**src/rtl/arp_rx.sv**
```systemverilog
// ARP receive parser: qualifies ARP frames from the MAC payload stream, checks the
// fixed header fields and target IP, and reports the sender once the FCS verdict arrives.
module arp_rx #(
    parameter int          DATA_WIDTH = 8,
    parameter logic [31:0] LOCAL_IP   = 32'hC0A80102
) (
    input  logic                  i_sys_clk,
    input  logic                  i_rstn,
    input  logic                  i_new_packet_en,
    input  logic [DATA_WIDTH-1:0] i_packet_data,
    input  logic [15:0]           i_eth_type,
    input  logic                  i_bad_packet_en,
    input  logic                  i_bad_packet,
    output logic                  o_arp_rx_busy,
    output logic                  o_arp_valid,
    output logic                  o_arp_drop,
    output logic [15:0]           o_arp_opcode,
    output logic [47:0]           o_sender_mac,
    output logic [31:0]           o_sender_ip
);

    typedef enum logic [1:0] {IDLE, RECV, PAD, DONE} state_t;

    state_t      state, state_nxt;
    logic [4:0]  byte_cnt, cnt_nxt;
    logic        err, err_nxt;
    logic        fcs_bad;
    logic [15:0] oper;
    logic [47:0] sha;
    logic [31:0] spa;

    logic        consume;
    logic        finish;
    logic        last_byte;
    logic        byte_err;
    logic        opcode_ok;
    logic        accept_ok;
    logic [4:0]  off;

    // Byte offset and per-byte header check for the byte presented this cycle.
    always_comb begin
        consume   = i_new_packet_en &&
                    ((state == IDLE && i_eth_type == 16'h0806) || state == RECV);
        off       = (state == IDLE) ? 5'd0 : byte_cnt;
        last_byte = consume && (off == 5'd27);
        finish    = i_bad_packet_en && (state == RECV || state == PAD);
        byte_err  = 1'b0;
        case (off)
            5'd0:    byte_err = (i_packet_data != 8'h00);
            5'd1:    byte_err = (i_packet_data != 8'h01);
            5'd2:    byte_err = (i_packet_data != 8'h08);
            5'd3:    byte_err = (i_packet_data != 8'h00);
            5'd4:    byte_err = (i_packet_data != 8'h06);
            5'd5:    byte_err = (i_packet_data != 8'h04);
            5'd24:   byte_err = (i_packet_data != LOCAL_IP[31:24]);
            5'd25:   byte_err = (i_packet_data != LOCAL_IP[23:16]);
            5'd26:   byte_err = (i_packet_data != LOCAL_IP[15:8]);
            5'd27:   byte_err = (i_packet_data != LOCAL_IP[7:0]);
            default: byte_err = 1'b0;
        endcase
    end

    always_comb begin
        state_nxt     = state;
        cnt_nxt       = byte_cnt;
        err_nxt       = err;
        o_arp_rx_busy = (state != IDLE) || consume;
        opcode_ok     = (oper == 16'd1) || (oper == 16'd2);
        o_arp_valid   = 1'b0;
        o_arp_drop    = 1'b0;
        case (state)
            IDLE: begin
                if (consume) begin
                    state_nxt = RECV;
                    cnt_nxt   = 5'd1;
                    err_nxt   = byte_err;
                end
            end
            RECV: begin
                if (consume) begin
                    cnt_nxt = byte_cnt + 5'd1;
                    err_nxt = err | byte_err;
                    if (last_byte) state_nxt = PAD;
                end
                // A verdict before offset 27 has been consumed means a truncated frame.
                if (i_bad_packet_en) begin
                    state_nxt = DONE;
                    if (!last_byte) err_nxt = 1'b1;
                end
            end
            PAD: begin
                if (i_bad_packet_en) state_nxt = DONE;
            end
            DONE: begin
                state_nxt   = IDLE;
                cnt_nxt     = 5'd0;
                o_arp_valid = !err && !fcs_bad && opcode_ok;
                o_arp_drop  = !(!err && !fcs_bad && opcode_ok);
            end
            default: state_nxt = IDLE;
        endcase
        // Same verdict as o_arp_valid in DONE, evaluated one cycle early for the result latch.
        accept_ok = !err_nxt && !i_bad_packet && opcode_ok;
    end

    always_ff @(posedge i_sys_clk or negedge i_rstn) begin
        if (!i_rstn) begin
            state    <= IDLE;
            byte_cnt <= 5'd0;
            err      <= 1'b0;
            fcs_bad  <= 1'b0;
        end else begin
            state    <= state_nxt;
            byte_cnt <= cnt_nxt;
            err      <= err_nxt;
            if (finish) fcs_bad <= i_bad_packet;
        end
    end

    // Working field latches, big-endian shift-in.
    always_ff @(posedge i_sys_clk or negedge i_rstn) begin
        if (!i_rstn) begin
            oper <= 16'd0;
            sha  <= 48'd0;
            spa  <= 32'd0;
        end else if (consume) begin
            if (off == 5'd6 || off == 5'd7)   oper <= {oper[7:0], i_packet_data};
            if (off >= 5'd8 && off <= 5'd13)  sha  <= {sha[39:0], i_packet_data};
            if (off >= 5'd14 && off <= 5'd17) spa  <= {spa[23:0], i_packet_data};
        end
    end

    // Reported fields change only for an accepted frame, visible alongside o_arp_valid.
    always_ff @(posedge i_sys_clk or negedge i_rstn) begin
        if (!i_rstn) begin
            o_arp_opcode <= 16'd0;
            o_sender_mac <= 48'd0;
            o_sender_ip  <= 32'd0;
        end else if (finish && accept_ok) begin
            o_arp_opcode <= oper;
            o_sender_mac <= sha;
            o_sender_ip  <= spa;
        end
    end

endmodule

```
**config.mk**
```make
export PLATFORM = sky130hd
export DESIGN_NAME = arp_rx
export DESIGN_NICKNAME = d
export VERILOG_FILES = /design/src/rtl/arp_rx.sv
export SDC_FILE = /design/constraint.sdc
export NUM_CORES = 1
export LEC_CHECK = 0
export CORE_MARGIN = 2
export CORE_UTILIZATION = 56
export CTS_BUF_LIST = sky130_fd_sc_hd__clkbuf_2 sky130_fd_sc_hd__clkbuf_4 sky130_fd_sc_hd__clkbuf_8
export DETAILED_ROUTE_END_ITERATION = 10
export HOLD_SLACK_MARGIN = 0.15
export PLACE_DENSITY = 0.94
export REMOVE_ABC_BUFFERS = 1
export SLEW_MARGIN = 10
export SYNTH_ARGS = -nofsm -noshare
export SYNTH_HDL_FRONTEND = slang
export SYNTH_SLANG_ARGS = --single-unit
export TNS_END_PERCENT = 30
```
**constraint.sdc**
```tcl
create_clock -name i_sys_clk -period 6 [get_ports i_sys_clk]
set_input_delay 1.8 -clock i_sys_clk [delete_from_list [all_inputs] [get_ports i_sys_clk]]
set_output_delay 1.8 -clock i_sys_clk [all_outputs]
set_load 0.005 [all_outputs]
```
# Word level (Yosys, flattened, before mapping)
# Index checks and enable logic that the tools add are counted.
# Widths: inputs -> output; s select.
dict set report word_totals {
  inputBits 29
  reg_bits 201
  output_inout_bits 99
  wordCells 96
}
dict set report classes {
  n_reduce_logical 33
  n_eq_ne 29
  n_bitwise 1
  order_cmp 4
  add_sub_neg 1
  muxes 18
}
# cell count
set ops {}
lappend ops {{$eq 5x3->1 const B} 4}
lappend ops {{$eq 5x5->1 const B} 4}
lappend ops {{$eq 16x1->1 const B} 1}
lappend ops {{$eq 16x12->1 const B} 1}
lappend ops {{$eq 16x2->1 const B} 1}
lappend ops {{$ne 8x3->1 const B} 2}
lappend ops {{$ne 8x8->1 const B} 2}
lappend ops {{$mux 5} 3}
lappend ops {{$pmux 5 s3} 1}
lappend ops {{$logic_and 1x1->1} 11}
lappend ops {{$eq 5x2->1 const B} 2}
lappend ops {{$ge 5x4->1 const B} 2}
lappend ops {{$mux 2} 5}
lappend ops {{$ne 8x1->1 const B} 1}
lappend ops {{$ne 8x2->1 const B} 1}
lappend ops {{$ne 8x4->1 const B} 1}
lappend ops {{$pmux 1 s8} 1}
lappend ops {{$pmux 2 s4} 1}
lappend ops {{$reduce_bool 8->1} 1}
lappend ops {{$mux 1} 6}
lappend ops {{$ne 2x2->1 const B} 3}
lappend ops {{$ne 3x3->1 const B} 2}
lappend ops {{$reduce_and 2->1} 3}
lappend ops {{$add 5x1->5 const B} 1}
lappend ops {{16 further kinds} 26}

# Logic depth before layout (Yosys ltp)
# Gate-level depths: netlist of run 1.
dict set report logic_depth {
  ltp_word 14
  ltp_mapped 12
  ltp_nobuf 9
}

# Least setup slack after synthesis of run 1
# No wires, ideal clock.
dict set report synth_timing {
  path_kind {input to output}
  start {input port i_eth_type[9]}
  end {output port o_arp_rx_busy}
  t_arrival_ns 2.655
  n_path_buf 0
  stages 4
  path_slack_ns 1.545
  t_required_ns 4.200
  path_cell_list {nor4b_1 -> nand4b_1 -> o31ai_1 -> nand2b_1}
}
dict set report synth_between {
  elab_chain_len 5
}
# item line_no
set synth_rtl {}
lappend synth_rtl {{start, declared} 11} ;# input logic [15:0] i_eth_type,
lappend synth_rtl {{$eq 16x12->1} 43} ;# ((state == IDLE && i_eth_type == 16'h0806) || state == RECV);
lappend synth_rtl {{$logic_and 1x1->1} 43}
lappend synth_rtl {{$logic_or 1x1->1} 43}
lappend synth_rtl {{$logic_and 1x1->1} 42} ;# consume = i_new_packet_en &&
lappend synth_rtl {{$logic_or 1x1->1} 67} ;# o_arp_rx_busy = (state != IDLE) || consume;
lappend synth_rtl {{end, declared} 14} ;# output logic o_arp_rx_busy,
# No other way between the ends.

# Final worst setup path of run 1
dict set report layout_timing {
  start {input port i_eth_type[1]}
  end {output port o_arp_rx_busy}
}
# The elaborated chain is that of the path after synthesis.

==> metrics.yaml, run 1 <==
drive_above_1_share_pct: 35.4
vias_per_cell: 5.48
synth-seq-cells: 201
first_global_vias: 5214
required_ns: 4.20
postCtsSetupBuffers: 0
placed_cell_area_um2: 9570
ir_drop_uv: 230
synth.most_common_cell: "dfrtp_1"
skew_ns: 0.0229
powerDensity_nw_per_um2: 294
syn-cell-area_um2: 8140
worst-path-buf-inv: 2
max_cap_viol_count: 0
start_util_pct: 56.6
status: "completed"
path_cells: "clkdlybuf4s50_1 > nor4bb_1 > nand4b_1 > o31ai_1 > nand2b_1 > clkdlybuf4s50_1"
setup_viol: 0
synth_cells: 538
cts_made_buffers: 34
synthTopCellsByCount: "dfrtp_1 (201), mux2_2 (153), mux2_4 (26)"
overflow: 0
fp.dieW_um: 125
h-tree-depth: 2
routed_wl_mm: 15.4
postRouteAntennaNets: 0
yosysSeqAreaShare_pct: 61.8
fmax_mhz: 180
final_cells: 888
min_period_over_period_pct: 92.7
tns_ns: 0
final_area_um2: 10300
cts_tree: "built"
synthArstFlopShare_pct: 100
cpMaxStageDelayCell: "clkdlybuf4s50_1"
vias: 4870
syn_avg_cell_area_um2: 15.1
place_inst: 829
path_delay_family: "buffers and inverters"
cpPeakStageDelay_ns: 0.51
syn2layout_area_growth_pct: 26.4
rrSetupSlack_ns: 2.43
ys_types: 45
wl_per_cell_um: 17.3
worstSetupEndpointType: "output port"
cp_max_fo: 3
grt_pass1_wl_mm: 25.9
tightest_slew_ns: 0.999
ys.flop_type: "dfrtp_1"
cts_resized: 0
die_h_um: 125
cts_max_path_buffers: 3
arrival_ns: 3.76
slew_headroom_pct: 33.4
synth-edff-count: 0
fillers: 918
gp_congestion: 0.816
cts_root_buf: "clkbuf_8"
synth_warnings: 0
yosysTopAreaCell: "dfrtp_1"
hold_viol_final: 0
leakagePower_nw: 5.10
cts.clk_slew.worst_paths_ns: 0.06
cts_hold_buf: 0
port-buffer-count: 127
final_nets: 715
min_path_type: "reg -> reg"
ioPinCount: 128
route.detailed.drc: 0
grt_max_degree: 130
cp_common_cell: "clkdlybuf4s50_1"
coreArea_um2: 14400
dp_hpwl_mm: 10.1
synth_top_area_share_pct: 61.8
floorplan.die_area_um2: 15500
n_antenna_cell: 0
drtIter0Drc: 211
cp-start-kind: "input pin"
grt_usage_pct: 20.2
first_pass_iters: 4
numClockSinks: 201
clk_latency_ns: 0.49
antenna_found_initial: 0
path_class: "in -> out"
rows: 44
final_max_slew_viol_count: 0
rsz0062_at_grt: "no"
period_needed_ns: 5.56
synth_area_leaders: "dfrtp_1 (62%), mux2_2 (21%), mux2_4 (4.8%), and2_1 (1.1%), ha_1 (0.77%)"
==> power breakdown <==
group	switching [W]	total, W	internal (W)
Sequential	0.0000573	0.00145	0.00139
Clock	0.000531	0.00125	0.000717
Combinational	0.000186	0.000334	0.000149
==> area by class of cell <==
class / count / area [um^2] / area share (%)
clock buffer: 49 / 662 / 6.43
clock inverter: 10 / 61.3 / 0.596
inverter: 4 / 15.0 / 0.146
multi-input combinational: 307 / 2970 / 28.9
sequential: 201 / 5030 / 48.9
tap: 184 / 230 / 2.24
timing repair buffer: 133 / 1320 / 12.8
==> layer usage <==
layer | up-vias | part of all wire [%] | GRT usage [%]
met5 | - | 0 | 0
met4 | 0 | 1.8 | 6.08
met3 | 23 | 4.7 | 3.99
met2 | 143 | 51 | 33.2
met1 | 2464 | 42 | 27.5
li1 | 2240 | - | -
==> cell usage in the layout, fill, tap and decap left out, drive strengths merged, types with 6 or more instances in the layout <==
cell type,synthesis,layout
a21oi,6,6
o21ai,6,6
nor4,9,9
clkbuf,7,50
nor3,6,6
and2,14,14
inv,4,7
nand3,6,6
nor2,9,9
dfrtp,201,201
clkinv,0,7
buf,19,6
nand2,14,14
mux2,179,179
clkdlybuf4s50,0,126
==> per-stage QoR <==
stage / setup slack [ns] / power (W) / hold slack [ns] / util (%)
finish: 0.438 / 0.00303 / 0.483 / 71.6
global route: 0.262 / 0.00318 / 0.503 / 71.6
CTS: 0.410 / 0.00306 / 0.490 / 71.6
detailed placement: 0.436 / 0.00180 / 0.472 / 66.6
global placement: 0.526 / 0.00178 / 0.468 / 66.6
floorplan: 0.545 / 0.00167 / 0.468 / -
==> flip-flops by register name, summed over array words and instances, names as in the netlist <==
signal	flops
o_sender_mac	48
sha	48
o_sender_ip	32
spa	32
o_arp_opcode	16
oper	16
byte_cnt	5
state	2
err	1
fcs_bad	1
==> worst reg2reg max path: stages (launching register included) <==
cell      delay (ns)
dfrtp_1         0.42
inv_1           0.13
ha_1            0.48
nor4bb_1        0.28
nand4b_1        0.16
o31ai_1         0.39
o31a_1          0.26
o41ai_1         0.13
nand4_4         0.12
buf_4           0.62
mux2_2          0.44
==> worst paths after layout <==
path                                             start                      endpoint  cells past startpoint
max in group asynchronous                       i_rstn  o_sender_mac[22]$_DFFE_PN0P_                      2
hold reg to reg            o_arp_opcode[7]$_DFFE_PN0P_   o_arp_opcode[7]$_DFFE_PN0P_                      1
setup / recovery                         i_eth_type[1]                 o_arp_rx_busy                      6
min in group asynchronous                       i_rstn  o_sender_mac[43]$_DFFE_PN0P_                      1
setup reg to reg                  state[1]$_DFFE_PN0P_  o_sender_mac[14]$_DFFE_PN0P_                     10
hold / removal             o_arp_opcode[7]$_DFFE_PN0P_   o_arp_opcode[7]$_DFFE_PN0P_                      1
==> logic make-up (layout without fill, tap and decap cells) <==
kind of cell             after synthesis  count (layout)  share of synthesized area [%]
AO/OA/AOI/OAI                         31              31                           2.63
XOR/XNOR                               3               3                          0.323
adder cells (fa/ha/maj)                5               5                          0.769
buffers and inverters                 30             196                           1.91
flip-flops                           201             201                           61.8
multiplexers                         181             181                           26.2
AND/OR/NAND/NOR                       87              87                           6.34
(Power assumes the default switching activity.)
==> run 2: changes to the inputs <==
==> constraint.sdc (replaced) <==
create_clock -name i_sys_clk -period 7.1 [get_ports i_sys_clk]
set_input_delay 2.13 -clock i_sys_clk [delete_from_list [all_inputs] [get_ports i_sys_clk]]
set_output_delay 2.13 -clock i_sys_clk [all_outputs]
set_load 0.005 [all_outputs]
==> run 2 against run 1 <==
Sequential power shrank 16%; total power shrank 15%; largest power group unchanged; critical endpoint unchanged; via count grew 0.43%; critical path type unchanged; largest cell class unchanged; die area is the same; critical path depth is the same; sequential share of layout area is the same; highest routed layer unchanged.
==> metrics.yaml, run 2 (synthesis gave the netlist of run 1 again) <==
ioPinCount: 128
leakagePower_nw: 5.10
p_sw_w: 0.000641
drtIter0Drc: 235
floorplan.die_area_um2: 15500
coreArea_um2: 14400
die_h_um: 125
fp.dieW_um: 125
grt.busiest_layer: "met2"
total_power_w: 0.00257
postRouteAntennaNets: 0
final_max_slew_viol_count: 0
cp_max_fo: 3
clockPowerShare_pct: 41.2
routed_wl_mm: 15.6
path_cells: "clkdlybuf4s50_1 > nor4b_1 > nand4b_1 > o31ai_1 > nand2b_1 > clkdlybuf4s50_1"
tns_ns: 0
path_class: "in -> out"
dp_hpwl_mm: 10.2
clk_latency_ns: 0.54
postCtsSetupBuffers: 0
cts_max_path_buffers: 3
fmax_mhz: 161
rsz0062_at_grt: "no"
status: "completed"
final_cell_mix: "dfrtp_1 (201), mux2_2 (153), clkdlybuf4s50_1 (126)"
cpPeakStageDelay_ns: 0.51
cp_common_cell: "clkdlybuf4s50_1"
max_cap_viol_count: 0
grt_usage_pct: 20.4
vias: 4891
syn2layout_area_growth_pct: 26.4
h-tree-depth: 1
first_global_vias: 5225
ir_drop_uv: 191
cts.clk_slew.worst_paths_ns: 0.07
internal-power_w: 0.00193
start_util_pct: 56.6
p_sw_share_pct: 24.9
min_period_over_period_pct: 87.6
setup_viol: 0
grt_util_met3_pct: 4.64
hold_viol_final: 0
p_seq_share_pct: 47.6
min_path_type: "reg -> reg"
port-buffer-count: 127
cp-start-kind: "input pin"
gp_congestion: 0.833
layout_commonest_cell: "dfrtp_1"
antenna_found_initial: 0
drive_above_1_share_pct: 35.2
use_met2_pct: 33.5
tightest_slew_ns: 0.856
first_pass_iters: 4
cts_hold_buf: 0
cts_tree: "built"
overflow: 0
skew_ns: 0.0274
grt_pass1_wl_mm: 26.4
grt_max_degree: 78
period_needed_ns: 6.22
arrival_ns: 4.09
min_from: "o_arp_opcode[10]$_DFFE_PN0P_"
route.detailed.drc: 0
rows: 44
cpMaxStageDelayCell: "clkdlybuf4s50_1"
powerDensity_nw_per_um2: 250
required_ns: 4.97
vias_per_cell: 5.52
grt_use_met1_pct: 27.4
slew_headroom_pct: 42.8
wl_per_cell_um: 17.6
cts_made_buffers: 31
crit_path_start: "i_eth_type[9]"
pwr-share-comb_pct: 11.2
r2r_start: "state[1]$_DFFE_PN0P_"
final_area_um2: 10300
reg_top3: "o_sender_mac: 48 flops, sha: 48 flops"
final_nets: 712
placed_cell_area_um2: 9580
numClockSinks: 201
n_antenna_cell: 0
cts_root_buf: "clkbuf_8"
worstSetupEndpointType: "output port"
cts_resized: 0
run 2: routing by layer:
metal | part of all wire, % | wire [um] | vias up
met5 | 0 | 0 | -
met4 | 1.8 | 286 | 0
met3 | 5.1 | 798 | 25
met2 | 49 | 7680 | 168
met1 | 44 | 6810 | 2472
li1 | - | - | 2226
run 2: per-stage QoR:
stage | util, % | worst slack [ns] | cells | hold slack, ns
2_1_floorplan | - | 1.32 | 512 | 0.468
3_3_place_gp | 66.7 | 0.968 | 829 | 0.468
3_5_place_dp | 66.7 | 0.899 | 829 | 0.471
4_1_cts | 71.6 | 0.881 | 886 | 0.490
5_1_grt | 71.6 | 0.636 | 886 | 0.493
6_report | 71.6 | 0.881 | 886 | 0.484
run 2: cell type report:
class	instances	area, um^2
flip-flops and latches	201	5030
fillers	915	4080
multi-input cells	307	2970
repair buffers	133	1330
clock buffers	50	626
well taps	184	230
clock inverters	7	85.1
inverters	4	15.0
run 2: path summary, 6_finish.rpt:
| kind | end | slack (ns) | cells past startpoint |
|---|---|---|---|
| min in group asynchronous | sha[43]$_DFFE_PN0P_ | 1.62 | 1 |
| worst max register to register | o_sender_ip[16]$_DFFE_PN0P_ | 3.16 | 9 |
| worst max-delay path | o_arp_rx_busy | 0.88 | 6 |
| max in group asynchronous | spa[1]$_DFFE_PN0P_ | 4.26 | 2 |
| worst min-delay path | o_arp_opcode[10]$_DFFE_PN0P_ | 0.48 | 1 |
| worst min register to register | o_arp_opcode[10]$_DFFE_PN0P_ | 0.48 | 1 |
run 2: worst max-delay path, delay by kind of cell:
family          cells  cell delay [ns]
buf+inv             2             0.91
simple gates        3             0.65
compound gates      1             0.39
run 2: power by group through the flow:
stage	combinational [W]	clock, W	sequential, W
after floorplan	0.000183	0	0.00123
after global placement	0.000268	0	0.00124
after detailed placement	0.000286	0	0.00124
after CTS	0.000288	0.00108	0.00122
after global routing	0.000326	0.00114	0.00123
final	0.000289	0.00106	0.00122
